File: src/rtl/vfpu_fma_issue_arb_pkg.sv
// Shared definitions for the vfpu FMA issue arbiter: FSM encoding, the canonical
// quiet NaN and the width of one in-flight tag entry.
package vfpu_fma_issue_arb_pkg;

  typedef enum logic [1:0] {
    ST_RUN    = 2'd0,
    ST_DRAIN  = 2'd1,
    ST_UPDATE = 2'd2
  } arb_state_e;

  localparam logic [31:0] FP32_QNAN = 32'h7fc0_0000;

  // Tag entry layout: {valid, kill, id}
  function automatic int tag_w(input int idw);
    return idw + 2;
  endfunction

endpackage

File: src/rtl/vfpu_rr_pick.sv
// Round-robin priority select: first valid lane at or above ptr_i, wrapping mod NREQ.
module vfpu_rr_pick #(
  parameter int NREQ = 4,
  parameter int IDW  = 2
) (
  input  logic [NREQ-1:0] valid_i,
  input  logic [IDW-1:0]  ptr_i,
  output logic [NREQ-1:0] grant_o,
  output logic [IDW-1:0]  idx_o,
  output logic            any_o
);

  logic [IDW-1:0] cand_s;

  // Scan offsets from the farthest down to zero so the nearest valid lane wins.
  always_comb begin
    cand_s = '0;
    idx_o  = ptr_i;
    for (int i = NREQ - 1; i >= 0; i--) begin
      cand_s = ptr_i + IDW'(i);
      if (valid_i[cand_s]) begin
        idx_o = cand_s;
      end else begin
        idx_o = idx_o;
      end
    end
  end

  assign any_o   = |valid_i;
  assign grant_o = any_o ? ({{(NREQ-1){1'b0}}, 1'b1} << idx_o) : {NREQ{1'b0}};

endmodule

File: src/rtl/vfpu_fma_issue_arb.sv
// Issue scheduler for the shared FMA pipe: round-robin issue, tag tracking, result
// routing and drained nj_mode updates. Optional counters: VFPU_ARB_PERF_CNT_EN.
module vfpu_fma_issue_arb
  import vfpu_fma_issue_arb_pkg::*;
#(
  parameter int NREQ = 4,
  parameter int LAT  = 4,
  parameter int IDW  = 2
) (
  input  logic              clk_i,
  input  logic              rst_n_i,
  input  logic [NREQ-1:0]   req_valid_i,
  output logic [NREQ-1:0]   req_ready_o,
  input  logic [NREQ-1:0]   req_inv_mask_i,
  input  logic [NREQ*32-1:0] req_opa_i,
  input  logic [NREQ*32-1:0] req_opb_i,
  input  logic [NREQ*32-1:0] req_opc_i,
  output logic              fma_valid_o,
  output logic [31:0]       fma_opa_o,
  output logic [31:0]       fma_opb_o,
  output logic [31:0]       fma_opc_o,
  output logic              fma_inv_mask_o,
  output logic              fma_nj_mode_o,
  input  logic              fma_res_valid_i,
  input  logic [31:0]       fma_res_i,
  input  logic              fma_res_spec_i,
  output logic [NREQ-1:0]   res_valid_o,
  output logic [31:0]       res_data_o,
  output logic              res_spec_o,
  input  logic              flush_i,
  input  logic              cfg_wr_i,
  input  logic              cfg_nj_mode_i,
  output logic              cfg_busy_o,
  output logic              cfg_done_o,
  output logic              err_o
`ifdef VFPU_ARB_PERF_CNT_EN
  ,
  output logic [31:0]       perf_issue_o,
  output logic [31:0]       perf_spec_o,
  output logic [31:0]       perf_stall_o
`endif
);

  localparam int TW = tag_w(IDW);
  localparam int CW = $clog2(LAT + 2);

  arb_state_e        state_q;
  logic [IDW-1:0]    rr_ptr_q;
  logic [IDW-1:0]    issue_id_q;
  logic              fma_valid_q;
  logic [31:0]       fma_opa_q, fma_opb_q, fma_opc_q;
  logic              fma_inv_mask_q;
  logic              nj_mode_q, nj_lat_q, cfg_done_q, err_q;
  logic [NREQ-1:0]   res_valid_q;
  logic [31:0]       res_data_q;
  logic              res_spec_q;
  logic [CW-1:0]     inflight_q;
  logic [TW-1:0]     tag_q [LAT];
  logic [TW-1:0]     tag0_d;
  logic [NREQ-1:0]   res_oh_d;

  logic [NREQ-1:0]   pick_gnt_s;
  logic [IDW-1:0]    pick_idx_s;
  logic              pick_any_s;
  logic              accept_s, tail_v_s, tail_kill_s, deliver_s;
  logic [IDW-1:0]    tail_id_s;

  vfpu_rr_pick #(.NREQ(NREQ), .IDW(IDW)) u_pick (
    .valid_i (req_valid_i),
    .ptr_i   (rr_ptr_q),
    .grant_o (pick_gnt_s),
    .idx_o   (pick_idx_s),
    .any_o   (pick_any_s)
  );

  // A cfg_wr in RUN already blocks issue so the drain starts from a quiet pipe.
  assign accept_s    = rst_n_i & (state_q == ST_RUN) & ~flush_i & ~cfg_wr_i & pick_any_s;
  assign req_ready_o = accept_s ? pick_gnt_s : {NREQ{1'b0}};

  // A flush kills the tail being retired in the same cycle as well.
  assign tail_v_s    = tag_q[LAT-1][TW-1];
  assign tail_kill_s = tag_q[LAT-1][TW-2] | flush_i;
  assign tail_id_s   = tag_q[LAT-1][IDW-1:0];
  assign deliver_s   = tail_v_s & ~tail_kill_s & fma_res_valid_i;
  assign tag0_d      = {fma_valid_q, fma_valid_q & flush_i, issue_id_q};
  assign res_oh_d    = {{(NREQ-1){1'b0}}, 1'b1} << tail_id_s;

  always_ff @(posedge clk_i) begin
    if (!rst_n_i) begin
      fma_valid_q    <= 1'b0;
      fma_opa_q      <= 32'h0000_0000;
      fma_opb_q      <= 32'h0000_0000;
      fma_opc_q      <= 32'h0000_0000;
      fma_inv_mask_q <= 1'b0;
      issue_id_q     <= '0;
      rr_ptr_q       <= '0;
    end else begin
      fma_valid_q <= accept_s;
      if (accept_s) begin
        fma_opa_q      <= req_opa_i[32*pick_idx_s +: 32];
        fma_opb_q      <= req_opb_i[32*pick_idx_s +: 32];
        fma_opc_q      <= req_opc_i[32*pick_idx_s +: 32];
        fma_inv_mask_q <= req_inv_mask_i[pick_idx_s];
        issue_id_q     <= pick_idx_s;
        rr_ptr_q       <= pick_idx_s + IDW'(1'b1);
      end
    end
  end

  // Tag pipe mirrors the FMA pipe; flush marks every live entry as killed.
  always_ff @(posedge clk_i) begin
    if (!rst_n_i) begin
      for (int k = 0; k < LAT; k++) tag_q[k] <= '0;
      inflight_q <= '0;
    end else begin
      tag_q[0] <= tag0_d;
      for (int k = 1; k < LAT; k++) begin
        tag_q[k] <= {tag_q[k-1][TW-1], tag_q[k-1][TW-2] | (flush_i & tag_q[k-1][TW-1]),
                     tag_q[k-1][IDW-1:0]};
      end
      case ({fma_valid_q, tail_v_s})
        2'b10:   inflight_q <= inflight_q + CW'(1'b1);
        2'b01:   inflight_q <= inflight_q - CW'(1'b1);
        default: inflight_q <= inflight_q;
      endcase
    end
  end

  always_ff @(posedge clk_i) begin
    if (!rst_n_i) begin
      res_valid_q <= '0;
      res_data_q  <= 32'h0000_0000;
      res_spec_q  <= 1'b0;
      err_q       <= 1'b0;
    end else begin
      res_valid_q <= deliver_s ? res_oh_d : {NREQ{1'b0}};
      res_spec_q  <= deliver_s & fma_res_spec_i;
      if (deliver_s) res_data_q <= fma_res_i;
      if (tail_v_s ^ fma_res_valid_i) err_q <= 1'b1;
    end
  end

  always_ff @(posedge clk_i) begin
    if (!rst_n_i) begin
      state_q    <= ST_RUN;
      nj_lat_q   <= 1'b0;
      nj_mode_q  <= 1'b0;
      cfg_done_q <= 1'b0;
    end else begin
      case (state_q)
        ST_RUN: begin
          cfg_done_q <= 1'b0;
          if (cfg_wr_i) begin
            nj_lat_q <= cfg_nj_mode_i;
            state_q  <= ST_DRAIN;
          end
        end
        ST_DRAIN: begin
          if ((inflight_q == '0) && !fma_valid_q) begin
            nj_mode_q  <= nj_lat_q;
            cfg_done_q <= 1'b1;
            state_q    <= ST_UPDATE;
          end
        end
        ST_UPDATE: begin
          cfg_done_q <= 1'b0;
          state_q    <= ST_RUN;
        end
        default: begin
          cfg_done_q <= 1'b0;
          state_q    <= ST_RUN;
        end
      endcase
    end
  end

`ifdef VFPU_ARB_PERF_CNT_EN
  logic [31:0] perf_issue_q, perf_spec_q, perf_stall_q;

  always_ff @(posedge clk_i) begin
    if (!rst_n_i) begin
      perf_issue_q <= 32'd0;
      perf_spec_q  <= 32'd0;
      perf_stall_q <= 32'd0;
    end else begin
      if (fma_valid_q) perf_issue_q <= perf_issue_q + 32'd1;
      if (deliver_s && fma_res_spec_i) perf_spec_q <= perf_spec_q + 32'd1;
      if ((|req_valid_i) && !accept_s) perf_stall_q <= perf_stall_q + 32'd1;
    end
  end

  assign perf_issue_o = perf_issue_q;
  assign perf_spec_o  = perf_spec_q;
  assign perf_stall_o = perf_stall_q;
`endif

  assign fma_valid_o    = fma_valid_q;
  assign fma_opa_o      = fma_opa_q;
  assign fma_opb_o      = fma_opb_q;
  assign fma_opc_o      = fma_opc_q;
  assign fma_inv_mask_o = fma_inv_mask_q;
  assign fma_nj_mode_o  = nj_mode_q;
  assign res_valid_o    = res_valid_q;
  assign res_data_o     = res_data_q;
  assign res_spec_o     = res_spec_q;
  assign cfg_busy_o     = (state_q != ST_RUN);
  assign cfg_done_o     = cfg_done_q;
  assign err_o          = err_q;

endmodule

File: config.mk
export PLATFORM = sky130hd
export DESIGN_NAME = vfpu_fma_issue_arb
export DESIGN_NICKNAME = d
export VERILOG_FILES = /design/src/rtl/vfpu_fma_issue_arb_pkg.sv /design/src/rtl/vfpu_rr_pick.sv /design/src/rtl/vfpu_fma_issue_arb.sv
export SDC_FILE = /design/constraint.sdc
export NUM_CORES = 1
export LEC_CHECK = 0
export CORE_AREA = 2 2 222 224
export DETAILED_ROUTE_END_ITERATION = 16
export DIE_AREA = 0 0 224 226
export PLACE_DENSITY = 0.48
export SYNTH_ARGS = -nofsm -noshare
export SYNTH_HDL_FRONTEND = slang
export SYNTH_SLANG_ARGS = --single-unit
File: constraint.sdc
create_clock -name clk_i -period 4.2 [get_ports clk_i]
set_input_delay 0.42 -clock clk_i [delete_from_list [all_inputs] [get_ports clk_i]]
set_output_delay 0.42 -clock clk_i [all_outputs]
set_load 0.01 [all_outputs]
### Word level (Yosys, flattened, before mapping)

Memories as Yosys holds them, arrays and structs flattened.
Index checks and enable logic that the tools add are counted.

| cells by class | value |
|---|---|
| reduce and logical (&&, ||, !) cells | 12 |
| multiplexer cells | 26 |
| bitwise gates (word level) | 23 |
| shift operators | 5 |
| order comparisons | 5 |
| add/sub/neg operators | 6 |
| eq/ne operators | 5 |

Operators by type and width:

| cell | number |
|---|---|
| 128-bit by 8-bit variable part select with 32-bit output | 3 |
| 4-bit 2-to-1 mux | 6 |
| 2-bit by 3-bit < comparator with 1-bit output (second input constant) | 5 |
| 2-bit 2-to-1 mux | 6 |
| 1-bit bitwise AND | 11 |
| 1-bit binary-select mux with 2-bit select | 5 |
| 2-bit AND reduction | 5 |
| 1-bit OR | 8 |
| 1-bit by 2-bit left shift with 4-bit output (first input constant) | 2 |
| 1-bit 2-to-1 mux | 7 |
| 3-bit one-hot mux with 2 select lines | 1 |
| 2-bit by 1-bit adder with 2-bit output (second input constant) | 2 |
| 2-bit adder (second input constant) | 2 |
| 2-bit by 1-bit equality test with 1-bit output (second input constant) | 2 |
| 2-bit inequality test (second input constant) | 2 |
| 2-bit one-hot mux with 2 select lines | 1 |
| 2-bit nonzero test | 2 |
| 4-bit OR reduction | 1 |
| 3-bit by 1-bit adder with 3-bit output (second input constant) | 1 |
| 3-bit zero test | 1 |
| 1-bit inverter | 3 |
| 3-bit by 1-bit subtractor with 3-bit output (second input constant) | 1 |
| 2-bit equality test (second input constant) | 1 |
| 2-bit zero test | 1 |
| 3 further kinds | 3 |

| word-level totals | value |
|---|---|
| output and inout bits | 143 |
| input bits | 431 |
| memories kept | 1 |
| memory bits (writable) | 16 |
| flip-flop bits (word level) | 148 |
| logic and storage cells | 99 |

Memory list:

| name | words | bits a word | rd ports | clocked after memory_dff | wr ports | line | source |
|---|---|---|---|---|---|---|---|
| tag_q | 4 | 4 | 4 | 0 | 4 | vfpu_fma_issue_arb.sv:58 | `logic [TW-1:0] tag_q [LAT];` |

### Logic depth before layout (Yosys ltp)

| logic depth | value |
|---|---|
| depth after elaboration | 10 |
| depth in mapped cells | 9 |
| gate-level depth less buffers | 7 |

### Hierarchy

A second synthesis with hierarchy kept.

| second synthesis, totals | value |
|---|---|
| cell total of the unflattened synthesis | 838 |
| area total of the unflattened synthesis | 8380.5 µm² |

By module, submodules not included:

| module | sequential area each (µm²) | cells each | times used | area each (µm²) |
|---|---|---|---|---|
| vfpu_fma_issue_arb | 3283.1 | 806 | 1 | 8174.1 |
| vfpu_rr_pick | 0.0 | 32 | 1 | 206.4 |

### Worst setup path before layout

Ideal clock, no wire load.

| timing path | value |
|---|---|
| path kind | input-to-output |
| start | input port rst_n_i |
| end | output port req_ready_o[1] |
| setup slack | 1.878 ns |
| required time | 3.780 ns |
| arrival | 1.902 ns |
| buffers on the path | 3 |
| cell stages on the path | 7 |
| cell sequence | buf_4 nand2b_4 a2111oi_4 nand2b_1 buf_4 buf_6 nor4_2 |

| between the ends | value |
|---|---|
| longest elaborated chain between the ends | 5 |

Ends and longest elaborated chain:

| item | line | source |
|---|---|---|
| start: declaration | vfpu_fma_issue_arb.sv:11 | `input logic rst_n_i,` |
| 1-bit bitwise AND (4 in a row) | vfpu_fma_issue_arb.sv:77 | `assign accept_s = rst_n_i & (state_q == ST_RUN) & ~flush_i & ~cfg_wr_i & pick_any_s;` |
| 4-bit 2-to-1 mux | vfpu_fma_issue_arb.sv:78 | `assign req_ready_o = accept_s ? pick_gnt_s : {NREQ{1'b0}};` |
| end: declaration | vfpu_fma_issue_arb.sv:13 | `output logic [NREQ-1:0] req_ready_o,` |

Every way passes these cells.

### Worst setup path in the final report

| timing path | value |
|---|---|
| start | input port req_valid_i[0] |
| end | output port req_ready_o[2] |

| between the ends | value |
|---|---|
| longest elaborated chain between the ends | 9 |
| elaborated cells between the ends (all ways) | 17 |
| classes of those cells | shift: 1; mux: 14; bitwise: 1; reduce/logical: 1 |

Ends and longest elaborated chain:

| item | line | source |
|---|---|---|
| start: declaration | vfpu_fma_issue_arb.sv:12 | `input logic [NREQ-1:0] req_valid_i,` |
| 1-bit binary-select mux with 2-bit select | vfpu_rr_pick.sv:21 | `if (valid_i[cand_s]) begin` |
| 1-bit 2-to-1 mux (not written as such) | vfpu_rr_pick.sv:21 |  |
| 2-bit 2-to-1 mux (4 in a row) | vfpu_rr_pick.sv:21 |  |
| 1-bit by 2-bit left shift with 4-bit output | vfpu_rr_pick.sv:30 | `assign grant_o = any_o ? ({{(NREQ-1){1'b0}}, 1'b1} << idx_o) : {NREQ{1'b0}};` |
| 4-bit 2-to-1 mux | vfpu_rr_pick.sv:30 |  |
| 4-bit 2-to-1 mux (*) | vfpu_fma_issue_arb.sv:78 |  |

Mark *: on every way between the ends. The rest lies on a longest branch, timed or not. The select of a mux whose other input is x is not followed.

==> results_dict.tcl <==
set metrics [dict create \
    pin_count 574 \
    cts_tree "built" \
    setup_viol 0 \
    synthesis.area_mm2 0.00866 \
    gr-usage-all-layers_pct 15.0 \
    core_mm2 0.0483 \
    cap_violations 0 \
    hold_class "in2reg" \
    synth.distinct_cells 37 \
    hold_ws_ns 0.403 \
    async_flop_share_pct 0 \
    finalHoldViolations 0 \
    ctsResizeCount 0 \
    slew_viol_final 0 \
    fmax_mhz 295 \
    fin_ws_ns 0.809 \
    clock_path_buffers 2 \
    swShare_pct 29.1 \
    wl_um 38700 \
    first_global_vias 8436 \
    rows 81 \
    clkPwrFrac_pct 35.6 \
    drive_above_1_share_pct 13.7 \
    finalCritPeriodShare_pct 80.7 \
    final_nets 1789 \
    cp_max_fo 37 \
    wl_per_cell_um 19.4 \
    dp_slack_ns 0.829 \
    clkTransAtPathRegs_ns 0.07 \
    clock_latency_ns 0.48 \
    switchingPower_w 0.00133 \
    cts_root_buf "clkbuf_16" \
    status "completed" \
    synthFlopType "dfxtp_1" \
    max_slew_margin_pct 39.0 \
    worstPathCellList "clkdlybuf4s50_1 > nor3b_1 > a31oi_1 > a31oi_1 > nand2_8 > nor2_1 > clkdlybuf4s50_1" \
    place_inst 1959 \
    ys_seq_elements 164 \
    tns_ns 0 \
    htree_levels 4 \
    num-fill-cells 4954 \
    die_area_mm2 0.0506 \
    ir_drop_v 0.000209 \
    die_w_um 224 \
    die_h_um 226 \
    dp_hpwl_um 29800 \
    syn_to_final_growth_pct 79.8 \
    gp_congestion 0.770 \
    multi_input_area_mm2 0.00494 \
    critPathTopFamily "buffers and inverters" \
    via_per_inst 4.14 \
    seqPwrFrac_pct 36.8 \
    skew_ns 0.0209 \
    worstPathArrival_ns 2.97 \
    tightest_slew_ns 0.915 \
    p_leak_nw 5.53 \
    cp_data_required_time_ns 3.78 \
    grt_pass1_wl_um 55600 \
    antenna_found_initial 7 \
    cts_buffers 17 \
    p_int_w 0.00326 \
    grt-ovfl-total 0 \
    ys_seq_area_share_pct 37.9 \
    cts.sinks 164 \
    vias 8254 \
    postCtsSetupBuffers 0 \
    final_cells 1992 \
    drtIter0Drc 254 \
    crit_path_start_kind "input port" \
    slowest_delay_ns 0.56 \
    post-route-util_pct 32.2 \
    dr.pass1.iters 6 \
    synth_cells 814 \
    port_buffers 573 \
    comb_power_share_pct 27.6 \
    ant_nets 0 \
    rsz0062_at_grt "no" \
    avgSynthCellArea_um2 10.6 \
    synth_edf_count 0 \
    hold_buffers 0 \
    min_period_ns 3.39 \
    start_util_pct 17.9 \
    cpMaxStageDelayCell "a31oi_1" \
    end_kind "output pin" \
    yosys_warnings 0 \
    syn-num-nets 1247 \
    crit_type "in2out" \
    critical_path_buf_inv_count 2 \
    powerDensity_mw_per_mm2 295 \
    drc 0 \
    regArea_mm2 0.00328 \
    grt_max_degree 75 \
]
## cell usage in the layout, fill, tap and decap left out, types with 6 or more instances in the layout
| cell | netlist | routed |
|---|---|---|
| clkbuf_16 | 0 | 17 |
| and2_1 | 14 | 14 |
| a21oi_1 | 8 | 8 |
| o221ai_2 | 97 | 97 |
| clkdlybuf4s50_1 | 0 | 572 |
| inv_1 | 8 | 8 |
| mux2i_1 | 196 | 196 |
| dfxtp_1 | 164 | 164 |
| nand2_1 | 139 | 139 |
| buf_12 | 0 | 6 |
| nor2_1 | 7 | 7 |
| a21boi_0 | 36 | 36 |
| buf_4 | 3 | 12 |
| nand2_2 | 30 | 30 |
## cells in the mapped netlist, types with 2 or more instances
cell type | number | area, µm²
clkbuf_1 | 14 | 52.6
and2_1 | 14 | 87.6
nand3_1 | 2 | 10.0
nor3_1 | 4 | 20.0
inv_1 | 8 | 30.0
mux2i_1 | 196 | 1960
a31oi_1 | 2 | 12.5
buf_6 | 16 | 180
nand2b_1 | 5 | 31.3
nor2b_1 | 5 | 31.3
dfxtp_1 | 164 | 3280
xnor2_1 | 2 | 17.5
buf_2 | 35 | 175
o21ai_0 | 5 | 25.0
and3_1 | 4 | 25.0
a21boi_0 | 36 | 270
o211a_1 | 2 | 20.0
buf_4 | 3 | 22.5
or3_1 | 2 | 12.5
o221ai_2 | 97 | 1460
xor2_1 | 2 | 17.5
nand2_2 | 30 | 188
nor2_1 | 7 | 26.3
nand2_1 | 139 | 522
a21oi_1 | 8 | 40.0
## layout make-up
class,instances,area share (%)
tap,622,5.00
sequential,164,21.1
antenna,1,0.0161
multi-input combinational,573,31.7
clock inverter,13,0.876
clock buffer,19,2.91
inverter,9,0.217
timing repair buffer,591,38.2
## power by group through the flow
stage	clock network [W]	registers, W	logic (W)
2_1_floorplan	0	0.00176	0.000543
3_3_place_gp	0	0.00172	0.00128
3_5_place_dp	0	0.00172	0.00129
4_1_cts	0.00173	0.00169	0.00129
5_1_grt	0.00178	0.00170	0.00136
6_report	0.00163	0.00169	0.00127
## routing by layer
layer / GRT usage [%] / share of wire, %
met3: 6.65 / 9.6
met5: 0 / 0.18
met4: 4.41 / 1.6
met2: 25.4 / 49
met1: 17.1 / 40
## worst paths after layout
check,cells after the start,endpoint,startpoint,slack [ns]
worst min register to register,1,tag_q[0][8]$_SDFF_PN0_,tag_q[0][4]$_SDFF_PN0_,0.44
worst min-delay path,4,fma_valid_o$_SDFF_PN0_,rst_n_i,0.40
worst max-delay path,7,req_ready_o[2],req_valid_i[0],0.81
worst max register to register,6,fma_inv_mask_o$_SDFFE_PN0P_,rr_ptr_q[1]$_SDFFE_PN0P_,1.47
## tightest hold or removal path: cells and delay by family
kind,cells,cell delay [ns]
compound gates,1,0.05
buf+inv,2,0.28
simple gates,1,0.07
## registers in the layout (all words and copies together), names as in the netlist
signal,count
res_data_o,32
cfg_done_o,1
inflight_q,3
nj_lat_q,1
err_o,1
tag_q,16
fma_opc_o,32
fma_nj_mode_o,1
issue_id_q,2
fma_valid_o,1
state_q,2
res_valid_o,4
fma_opb_o,32
res_spec_o,1
fma_inv_mask_o,1
fma_opa_o,32
rr_ptr_q,2
## metrics by stage
| step | instance area, µm² | total power, W |
|---|---|---|
| 6_report | 15600 | 0.00459 |
| 5_1_grt | 15600 | 0.00484 |
| 4_1_cts | 15600 | 0.00471 |
| 3_5_place_dp | 15000 | 0.00301 |
| 3_3_place_gp | 15000 | 0.00300 |
| 2_1_floorplan | 8660 | 0.00230 |
## kinds of logic after synthesis
group,count (synthesis),share of synthesized area [%]
AO/OA/AOI/OAI,152,21.5
buffers and inverters,77,5.36
flip-flops,164,37.9
adder cells (fa/ha/maj),2,0.376
AND/OR/NAND/NOR,219,11.8
multiplexers,196,22.7
XOR/XNOR,4,0.405
No activity file was read; power rests on OpenSTA's default activity.
